<file path="config.mk">
export PLATFORM = sky130hd
export DESIGN_NAME = camera_capture_writer
export DESIGN_NICKNAME = d
export VERILOG_FILES = /design/src/rtl/cam_pkg.sv /design/src/rtl/cam_input_sync.sv /design/src/rtl/camera_capture_writer.sv
export SDC_FILE = /design/constraint.sdc
export NUM_CORES = 1
export LEC_CHECK = 0
export CORE_MARGIN = 2
export CORE_UTILIZATION = 40
export CTS_CLUSTER_DIAMETER = 100
export DETAILED_ROUTE_END_ITERATION = 8
export PLACE_DENSITY = 0.56
export SLEW_MARGIN = 20
export SYNTH_ARGS = -nofsm -noshare
export SYNTH_HDL_FRONTEND = slang
export SYNTH_SLANG_ARGS = --single-unit
</file>
<file path="constraint.sdc">
create_clock -name clk -period 7.95 [get_ports clk]
set_input_delay 0.795 -clock clk [delete_from_list [all_inputs] [get_ports clk]]
set_output_delay 0.795 -clock clk [all_outputs]
set_load 0.005 [all_outputs]
</file>
<file path="src/rtl/cam_pkg.sv">
// Shared constants and state encodings for the camera capture path.
// Frame geometry, address width and the capture/strobe state types live here.
package cam_pkg;

    localparam int unsigned LCD_WIDTH    = 320;
    localparam int unsigned LCD_HEIGHT   = 240;
    localparam int unsigned FRAME_PIXELS = LCD_WIDTH * LCD_HEIGHT;
    localparam int unsigned IDX_W        = 17;

    typedef enum logic [1:0] {
        WAIT_VSYNC = 2'd0,
        WAIT_FRAME = 2'd1,
        BYTE_HI    = 2'd2,
        BYTE_LO    = 2'd3
    } cam_state_e;

    typedef enum logic [1:0] {
        SEQ_IDLE = 2'd0,
        SEQ_HIGH = 2'd1,
        SEQ_LOW  = 2'd2
    } seq_state_e;

    function automatic logic [15:0] rgb565_pack(input logic [7:0] hi_i, input logic [7:0] lo_i);
        return {hi_i, lo_i};
    endfunction

endpackage

</file>
<file path="src/rtl/cam_input_sync.sv">
// Brings the camera pins into the clk domain and derives one-cycle edge strobes.
// Data travels through the same flop chain as pclk so a byte is aligned with its edge.
module cam_input_sync #(
    parameter int unsigned SYNC_STAGES = 2
) (
    input  logic       clk,
    input  logic       rst,
    input  logic       cam_pclk_i,
    input  logic       cam_vsync_i,
    input  logic       cam_href_i,
    input  logic [7:0] cam_data_i,
    output logic       vsync_o,
    output logic       href_o,
    output logic [7:0] data_o,
    output logic       pclk_rise_o,
    output logic       vsync_rise_o,
    output logic       vsync_fall_o,
    output logic       href_fall_o
);

    localparam int unsigned SYNC_W = 11;

    logic [SYNC_W-1:0] sync_q [SYNC_STAGES];
    logic [SYNC_W-1:0] last_s;
    logic              pclk_prev_q;
    logic              vsync_prev_q;
    logic              href_prev_q;

    // Synchronizer chain plus previous-value flops for edge detection
    always_ff @(posedge clk or posedge rst) begin
        if (rst) begin
            for (int i = 0; i < int'(SYNC_STAGES); i++) begin
                sync_q[i] <= '0;
            end
            pclk_prev_q  <= 1'b0;
            vsync_prev_q <= 1'b0;
            href_prev_q  <= 1'b0;
        end else begin
            sync_q[0] <= {cam_pclk_i, cam_vsync_i, cam_href_i, cam_data_i};
            for (int i = 1; i < int'(SYNC_STAGES); i++) begin
                sync_q[i] <= sync_q[i-1];
            end
            pclk_prev_q  <= last_s[10];
            vsync_prev_q <= last_s[9];
            href_prev_q  <= last_s[8];
        end
    end

    assign last_s       = sync_q[SYNC_STAGES-1];
    assign vsync_o      = last_s[9];
    assign href_o       = last_s[8];
    assign data_o       = last_s[7:0];
    assign pclk_rise_o  = last_s[10] & ~pclk_prev_q;
    assign vsync_rise_o = last_s[9] & ~vsync_prev_q;
    assign vsync_fall_o = ~last_s[9] & vsync_prev_q;
    assign href_fall_o  = ~last_s[8] & href_prev_q;

endmodule

</file>
<file path="src/rtl/camera_capture_writer.sv">
// Assembles RGB565 pixels from the camera byte stream and writes them to a frame
// buffer through a one-entry holding register and a fixed-length write strobe.
module camera_capture_writer #(
    parameter int unsigned FRAME_PIXELS = cam_pkg::FRAME_PIXELS,
    parameter int unsigned STROBE_LEN   = 4,
    parameter int unsigned SYNC_STAGES  = 2
) (
    input  logic        clk,
    input  logic        rst,
    input  logic        cam_pclk,
    input  logic        cam_vsync,
    input  logic        cam_href,
    input  logic [7:0]  cam_data,
    output logic [15:0] w_data,
    output logic        w_en,
    output logic [16:0] w_bufferIndex,
    output logic        frame_done,
    output logic        overrun,
    output logic        overflow
);
    import cam_pkg::*;

    localparam int unsigned          CNT_W    = (STROBE_LEN > 1) ? $clog2(STROBE_LEN) : 1;
    localparam logic [CNT_W-1:0]     CNT_LOAD = CNT_W'(STROBE_LEN - 1);
    localparam logic [IDX_W-1:0]     IDX_MAX  = IDX_W'(FRAME_PIXELS);

    logic       vsync_s, href_s, pclk_rise_s, vsync_rise_s, vsync_fall_s, href_fall_s;
    logic [7:0] data_s;
    logic       pix_done_s;
    logic       seq_load_s;

    cam_state_e       state_q, state_d;
    logic [7:0]       hi_q, hi_d;
    logic [IDX_W-1:0] idx_q, idx_d;
    logic             hold_full_q, hold_full_d;
    logic [15:0]      hold_data_q, hold_data_d;
    logic [IDX_W-1:0] hold_idx_q, hold_idx_d;
    logic             overrun_q, overrun_d;
    logic             overflow_q, overflow_d;
    logic             frame_done_q, frame_done_d;
    seq_state_e       seq_q, seq_d;
    logic [CNT_W-1:0] cnt_q, cnt_d;
    logic             w_en_q, w_en_d;
    logic [15:0]      w_data_q, w_data_d;
    logic [IDX_W-1:0] w_idx_q, w_idx_d;

    cam_input_sync #(
        .SYNC_STAGES (SYNC_STAGES)
    ) u_sync (
        .clk          (clk),
        .rst          (rst),
        .cam_pclk_i   (cam_pclk),
        .cam_vsync_i  (cam_vsync),
        .cam_href_i   (cam_href),
        .cam_data_i   (cam_data),
        .vsync_o      (vsync_s),
        .href_o       (href_s),
        .data_o       (data_s),
        .pclk_rise_o  (pclk_rise_s),
        .vsync_rise_o (vsync_rise_s),
        .vsync_fall_o (vsync_fall_s),
        .href_fall_o  (href_fall_s)
    );

    // Capture FSM, pixel index and holding register next-state
    always_comb begin
        state_d      = state_q;
        hi_d         = hi_q;
        idx_d        = idx_q;
        overrun_d    = overrun_q;
        overflow_d   = overflow_q;
        frame_done_d = 1'b0;
        pix_done_s   = 1'b0;
        hold_full_d  = hold_full_q & ~seq_load_s;
        hold_data_d  = hold_data_q;
        hold_idx_d   = hold_idx_q;
        case (state_q)
            WAIT_VSYNC: begin
                if (vsync_s) state_d = WAIT_FRAME;
                else         state_d = WAIT_VSYNC;
            end
            WAIT_FRAME: begin
                if (vsync_fall_s) begin
                    idx_d      = '0;
                    overrun_d  = 1'b0;
                    overflow_d = 1'b0;
                    state_d    = BYTE_HI;
                end else begin
                    state_d = WAIT_FRAME;
                end
            end
            BYTE_HI: begin
                if (vsync_rise_s) begin
                    frame_done_d = 1'b1;
                    state_d      = WAIT_FRAME;
                end else if (pclk_rise_s && href_s) begin
                    hi_d    = data_s;
                    state_d = BYTE_LO;
                end else begin
                    state_d = BYTE_HI;
                end
            end
            BYTE_LO: begin
                // A line ending mid-pixel throws the high byte away
                if (vsync_rise_s) begin
                    frame_done_d = 1'b1;
                    state_d      = WAIT_FRAME;
                end else if (href_fall_s) begin
                    state_d = BYTE_HI;
                end else if (pclk_rise_s && href_s) begin
                    pix_done_s = 1'b1;
                    state_d    = BYTE_HI;
                end else begin
                    state_d = BYTE_LO;
                end
            end
            default: state_d = WAIT_VSYNC;
        endcase

        // Index saturates at the frame size; past it every pixel is dropped
        if (pix_done_s) begin
            if (idx_q >= IDX_MAX) begin
                overflow_d = 1'b1;
            end else begin
                idx_d = idx_q + IDX_W'(1);
                if (hold_full_d) begin
                    overrun_d = 1'b1;
                end else begin
                    hold_full_d = 1'b1;
                    hold_data_d = rgb565_pack(hi_q, data_s);
                    hold_idx_d  = idx_q;
                end
            end
        end else begin
            idx_d = idx_d;
        end
    end

    // Strobe sequencer: w_en high STROBE_LEN clks, then low STROBE_LEN clks
    always_comb begin
        seq_d      = seq_q;
        cnt_d      = cnt_q;
        w_en_d     = w_en_q;
        w_data_d   = w_data_q;
        w_idx_d    = w_idx_q;
        seq_load_s = 1'b0;
        case (seq_q)
            SEQ_IDLE: seq_load_s = hold_full_q;
            SEQ_HIGH: begin
                if (cnt_q == '0) begin
                    w_en_d = 1'b0;
                    cnt_d  = CNT_LOAD;
                    seq_d  = SEQ_LOW;
                end else begin
                    cnt_d = cnt_q - CNT_W'(1);
                end
            end
            SEQ_LOW: begin
                if (cnt_q == '0) begin
                    seq_load_s = hold_full_q;
                    seq_d      = SEQ_IDLE;
                end else begin
                    cnt_d = cnt_q - CNT_W'(1);
                end
            end
            default: seq_d = SEQ_IDLE;
        endcase
        if (seq_load_s) begin
            w_en_d   = 1'b1;
            w_data_d = hold_data_q;
            w_idx_d  = hold_idx_q;
            cnt_d    = CNT_LOAD;
            seq_d    = SEQ_HIGH;
        end else begin
            w_data_d = w_data_d;
        end
    end

    // State and output registers
    always_ff @(posedge clk or posedge rst) begin
        if (rst) begin
            state_q      <= WAIT_VSYNC;
            hi_q         <= 8'h00;
            idx_q        <= '0;
            hold_full_q  <= 1'b0;
            hold_data_q  <= 16'h0000;
            hold_idx_q   <= '0;
            overrun_q    <= 1'b0;
            overflow_q   <= 1'b0;
            frame_done_q <= 1'b0;
            seq_q        <= SEQ_IDLE;
            cnt_q        <= '0;
            w_en_q       <= 1'b0;
            w_data_q     <= 16'h0000;
            w_idx_q      <= '0;
        end else begin
            state_q      <= state_d;
            hi_q         <= hi_d;
            idx_q        <= idx_d;
            hold_full_q  <= hold_full_d;
            hold_data_q  <= hold_data_d;
            hold_idx_q   <= hold_idx_d;
            overrun_q    <= overrun_d;
            overflow_q   <= overflow_d;
            frame_done_q <= frame_done_d;
            seq_q        <= seq_d;
            cnt_q        <= cnt_d;
            w_en_q       <= w_en_d;
            w_data_q     <= w_data_d;
            w_idx_q      <= w_idx_d;
        end
    end

    assign w_data        = w_data_q;
    assign w_en          = w_en_q;
    assign w_bufferIndex = w_idx_q;
    assign frame_done    = frame_done_q;
    assign overrun       = overrun_q;
    assign overflow      = overflow_q;

endmodule

</file>
==> results.yml, run 1 <==
setup_path:
  critPathMostFrequentCell: "buf_4"
  start_kind: "flop"
  critPathBufInv: 3
  required_ns: 8.23
  max_stage_delay_ns: 0.55
  cp.arrival_ns: 3.02
  path_class: "reg -> reg"
  worstPathCellList: "inv_1, ha_1, nand2b_1, nand3b_1, buf_4, a211oi_4, buf_4, mux2_1"
  path_max_fanout: 35
  critPathCaptureType: "flop"
  reg2reg_slack_ns: 5.21
  critPathTopFamily: "buffers and inverters"
  cp_slowest_cell: "a211oi_4"
layout:
  diodes: 0
  drive_above_1_share_pct: 17.7
  fin_area_um2: 6120
  syn_to_final_growth_pct: 26.0
  final_cell_mix: "127 x dfrtp_1, 49 x clkdlybuf4s50_1, 40 x mux2_1"
  fillers: 1035
  nNetsFinal: 417
  final_common_cell: "dfrtp_1"
floorplan:
  start_util_pct: 40.8
  die_y_um: 114
  ioPinCount: 50
  coreArea_um2: 11900
  row_count: 40
  die_x_um: 114
  dieArea_um2: 13000
detailed_routing:
  via_per_inst: 5.10
  met1Wirelength_um: 3870
  dr_total_vias: 2854
  drt-total-wl_um: 8190
  highest_layer: "met4"
  wire_per_inst_um: 14.6
  drcViolationCount: 0
  ant_nets: 0
  dr.pass1.iters: 4
  drt_iter0_drc: 148
  route.met3.wl_um: 297
  route.met2.wl_um: 3880
pwr:
  leakagePower_nw: 2.92
  clkPwrFrac_pct: 42.4
  p_seq_share_pct: 43.4
  combPwrFrac_pct: 14.2
  p_int_mw: 1.44
  power.total_mw: 1.89
  sw_frac_of_total_pct: 23.8
  ir_drop_mv: 0.122
  cellPowerDensity_nw_per_um2: 308
  p_switching_uw: 449
global_route:
  overflow: 0
  grt_usage_pct: 14.2
  grt_pass1_vias: 2946
  grt_start_max_net_pins: 73
  grt_pass1_wl_um: 14300
  antenna_found_initial: 0
clock_network:
  root_buffer: "clkbuf_16"
  post_cts_resize_count: 0
  insertion_delay_ns: 0.40
  clkSinkCount: 127
  numCtsBuffers: 17
  htreeDepth: 4
  cts_tree: "done"
  clock_path_buffers: 2
  postCtsHoldBufs: 0
  cts.reportedPaths.clkPinSlew_ns: 0.05
  cts_setup_buffers: 0
outcome:
  status: "completed"
placed_design:
  place_area_um2: 5500
  place.gp.congestion: 0.762
  hpwlAfterDp_um: 5170
  numPortBuffers: 49
synth:
  synth_top_area_cell: "dfrtp_1"
  netlist_top_cells_area: "dfrtp_1 65%, mux2_1 9.3%, mux2_2 7.9%, mux2i_1 2.3%, nand2_1 2.0%"
  ys_types: 39
  synthCells: 345
  yosysWarningCount: 0
  netlist_area_um2: 4860
  syn-num-nets: 361
  ys_ff_latch: 127
  synthDominantCellAreaShare_pct: 65.4
  postSynthAreaPerCell_um2: 14.1
  ys_seq_area_share_pct: 65.4
min_path:
  hold_class: "reg -> reg"
timing:
  fin_tns_setup_ns: 0
  finalHoldViolations: 0
  finalCritPeriodShare_pct: 34.5
  worst_slew_pin_slew_ns: 0.887
  slew_viol_final: 0
  fin_skew_ns: 0.00811
  max_freq_ghz: 0.365
  setup_violations: 0
  relSlewSlack_pct: 40.6
  rsz0062_at_grt: "false"
  min_period_ns: 2.74
job:
  cap_viol_max_count: 0
==> final timing paths <==
check,from,end,depth (start not counted)
max in group asynchronous,rst,hold_idx_q[7]$_DFFE_PP0P_,3
worst min register to register,u_sync.sync_q[19]$_DFF_PP0_,u_sync.last_s[8]$_DFF_PP0_,0
worst max register to register,cnt_q[0]$_DFFE_PP0P_,hold_data_q[2]$_DFFE_PP0P_,8
min in group asynchronous,rst,u_sync.sync_q[15]$_DFF_PP0_,2
worst max-delay path,cnt_q[0]$_DFFE_PP0P_,hold_data_q[2]$_DFFE_PP0P_,8
worst min-delay path,u_sync.sync_q[19]$_DFF_PP0_,u_sync.last_s[8]$_DFF_PP0_,0
==> power by group through the flow <==
stage	sequential [mW]	clock, mW	combinational, mW
floorplan	0.802	0	0.192
global placement	0.828	0	0.264
detailed placement	0.832	0	0.270
CTS	0.821	0.820	0.272
global route	0.837	0.851	0.302
finish	0.819	0.800	0.267
==> layer usage <==
metal  GRT usage [%]  vias to the layer above
li1                -                     1342
met1            18.6                     1436
met2            21.0                       63
met3            5.40                       13
met4            6.59                        0
met5               0                        -
==> stage by stage <==
| stage | utilization [%] | setup WS, ns | std cells | hold slack [ns] |
|---|---|---|---|---|
| after CTS | 51.3 | 5.17 | 560 | 0.347 |
| after global routing | 51.4 | 4.99 | 560 | 0.352 |
| after detailed placement | 46.1 | 5.19 | 529 | 0.335 |
| after floorplan | - | 3.77 | 345 | 0.331 |
| after global placement | 46.1 | 5.27 | 529 | 0.334 |
| final | 51.4 | 5.21 | 560 | 0.344 |
==> final cells by class <==
type / count / area (um^2) / share of cell area [%]
inverter: 10 / 40.0 / 0.654
sequential: 127 / 3180 / 51.9
clock inverter: 11 / 164 / 2.68
clock buffer: 20 / 457 / 7.46
multi-input combinational: 193 / 1590 / 25.9
tap: 147 / 184 / 3.00
timing repair buffer: 52 / 513 / 8.38
==> logic make-up (layout without fill, tap and decap cells) <==
kind of cell | after synthesis | in the layout | share of synthesized area [%]
mux | 85 | 85 | 19.4
simple gates | 72 | 72 | 7.75
fa+ha+maj | 3 | 3 | 0.772
flops | 127 | 127 | 65.4
compound gates | 33 | 33 | 4.43
buf+inv | 25 | 93 | 2.24
==> sequential cells by signal, summed over array words and instances (netlist names), 8 cells and up <==
| name | count |
|---|---|
| hi_q | 8 |
| hold_data_q | 16 |
| hold_idx_q | 17 |
| idx_q | 17 |
| u_sync.last_s | 11 |
| u_sync.sync_q | 11 |
| w_bufferIndex | 17 |
| w_data | 16 |
==> synth_stat cells <==
| cell | number |
|---|---|
| o21ai_0 | 7 |
| a41oi_1 | 1 |
| nand3_1 | 8 |
| ha_1 | 3 |
| nand3b_1 | 1 |
| o41ai_1 | 1 |
| nor3b_2 | 1 |
| or3_1 | 3 |
| and2_1 | 1 |
| nor3_1 | 3 |
| a2111oi_2 | 1 |
| or2_1 | 1 |
| buf_2 | 3 |
| nand2_1 | 26 |
| and3b_1 | 1 |
| a311o_1 | 1 |
| mux2_1 | 40 |
| and3_1 | 4 |
| clkbuf_1 | 9 |
| or2_2 | 1 |
| a21oi_1 | 9 |
| inv_1 | 10 |
| and4_1 | 2 |
| o21ai_1 | 5 |
| o2111ai_1 | 1 |
| nand2b_1 | 3 |
| mux2_2 | 34 |
| nand4b_1 | 2 |
| nor4_1 | 1 |
| o211ai_1 | 2 |
| mux2i_1 | 11 |
| dfrtp_1 | 127 |
| o311ai_1 | 1 |
| buf_4 | 3 |
| nor2_1 | 6 |
| a211oi_2 | 1 |
| o31ai_1 | 2 |
| nand4_1 | 8 |
| a21o_1 | 1 |
(Power assumes the default switching activity.)
==> run 2, diff against run 1 <==
PLACE_DENSITY = 0.58   (was 0.56)
clock period = 2.5 ns   (was 7.95 ns; I/O delays follow)
==> run 2 against run 1 <==
Against the previous run: clock skew up 0.0019 ns; highest routed layer unchanged; setup slack got worse by 4.8 ns; die area stayed put.
==> results.yml, run 2 (synthesis gave the netlist of run 1 again) <==
global_route:
  antenna_found_initial: 0
  grt_start_max_net_pins: 128
  grt_usage_pct: 14.3
  grt_pass1_wl_um: 14400
  overflow: 0
  grt_pass1_vias: 2910
detailed_routing:
  dr.pass1.iters: 4
  ant_nets: 0
  drt-total-wl_um: 8370
  drt_iter0_drc: 100
  dr_total_vias: 2870
  drcViolationCount: 0
  via_per_inst: 5.08
  wire_per_inst_um: 14.8
clock_network:
  insertion_delay_ns: 0.40
  root_buffer: "clkbuf_16"
  postCtsHoldBufs: 0
  htreeDepth: 4
  clock_path_buffers: 2
  numCtsBuffers: 17
  cts_setup_buffers: 0
  post_cts_resize_count: 0
  cts_tree: "done"
  clkSinkCount: 127
  cts.reportedPaths.clkPinSlew_ns: 0.06
placed_design:
  place_area_um2: 5540
  place.gp.congestion: 0.802
  hpwlAfterDp_um: 5280
  numPortBuffers: 49
setup_path:
  path_max_fanout: 14
  worstPathCellList: "inv_1, ha_1, nand2b_1, nand3b_1, a211oi_4, buf_4, mux2_1"
  path_class: "reg -> reg"
  start_kind: "flop"
  reg2reg_slack_ns: 0.38
  cp_slowest_cell: "dfrtp_1"
  required_ns: 2.78
  max_stage_delay_ns: 0.42
  critPathCaptureType: "flop"
  cp.arrival_ns: 2.40
timing:
  finalHoldViolations: 0
  worst_slew_pin_slew_ns: 0.658
  relSlewSlack_pct: 56.2
  max_freq_ghz: 0.471
  rsz0062_at_grt: "false"
  setup_violations: 0
  min_period_ns: 2.12
  slew_viol_final: 0
  finalCritPeriodShare_pct: 84.9
  fin_tns_setup_ns: 0
  timing.hold.ws_ns: 0.286
  fin_skew_ns: 0.00998
floorplan:
  ioPinCount: 50
  die_x_um: 114
  coreArea_um2: 11900
  row_count: 40
  start_util_pct: 40.8
  dieArea_um2: 13000
  die_y_um: 114
layout:
  final_cell_mix: "127 x dfrtp_1, 49 x clkdlybuf4s50_1, 40 x mux2_1"
  diodes: 0
  final_common_cell: "dfrtp_1"
  fin_area_um2: 6140
  syn_to_final_growth_pct: 26.4
  fillers: 1040
  final_core_util_pct: 51.6
  nNetsFinal: 421
  drive_above_1_share_pct: 18.4
min_path:
  hold_class: "in -> reg"
pwr:
  power.total_mw: 5.94
  leakagePower_nw: 2.92
  ir_drop_mv: 0.426
  cellPowerDensity_nw_per_um2: 967
outcome:
  status: "completed"
job:
  cap_viol_max_count: 0
==> run 2: cell types whose count changed in the layout (fill, tap and decap cells not counted) <==
cell / change
buf_12: +1
clkinv_2: -1
o2111ai_2: -1
clkinvlp_4: +3
bufinv_16: -1
clkbuf_8: -1
buf_4: +3
o2111ai_1: +1
inv_6: +2
inv_4: -1
==> run 2: final timing paths <==
check                                                    to                   startpoint  cells past startpoint
worst max register to register   hold_idx_q[15]$_DFFE_PP0P_         cnt_q[0]$_DFFE_PP0P_                      7
worst max-delay path             hold_idx_q[15]$_DFFE_PP0P_         cnt_q[0]$_DFFE_PP0P_                      7
min in group asynchronous            w_data[12]$_DFFE_PP0P_                          rst                      3
worst min register to register   u_sync.last_s[8]$_DFF_PP0_  u_sync.sync_q[19]$_DFF_PP0_                      0
max in group asynchronous         hold_idx_q[0]$_DFFE_PP0P_                          rst                      3
worst min-delay path            u_sync.sync_q[11]$_DFF_PP0_                  cam_data[0]                      1
==> run 2: layout make-up <==
class                   count  area (um^2)  area share [%]
clock buffers              19          443            7.21
clock inverters            13          161            2.63
inverters                  10         41.3           0.672
multi-input cells         193         1580            25.7
flip-flops and latches    127         3180            51.7
well taps                 147          184            2.99
repair buffers             56          556            9.04
==> run 2: where the power goes <==
part / internal, mW / leakage (nW) / total, mW / switching, mW
clock: 1.60 / 0.286 / 2.48 / 0.883
sequential: 2.38 / 1.67 / 2.61 / 0.228
combinational: 0.486 / 0.969 / 0.853 / 0.368
total: 4.46 / 2.92 / 5.94 / 1.48
==> run 2: metrics by stage <==
step / setup slack (ns) / std cells
after floorplan: 0.392 / 345
after global placement: 0.463 / 533
after detailed placement: 0.382 / 533
after CTS: 0.346 / 565
after global routing: 0.201 / 565
final: 0.378 / 565
==> run 2: worst max-delay path: cells and delay by family (launching register included) <==
kind,cells,cell delay [ns]
compound gates,1,0.32
fa+ha+maj,1,0.22
buf+inv,2,0.35
flops,1,0.42
mux,1,0.34
simple gates,2,0.34
==> run 2: metal layers <==
metal / track usage, % / share of wire [%]
met5: 0 / 0
met4: 5.61 / 1.6
met3: 4.82 / 3.2
met2: 20.8 / 47
met1: 19.9 / 48
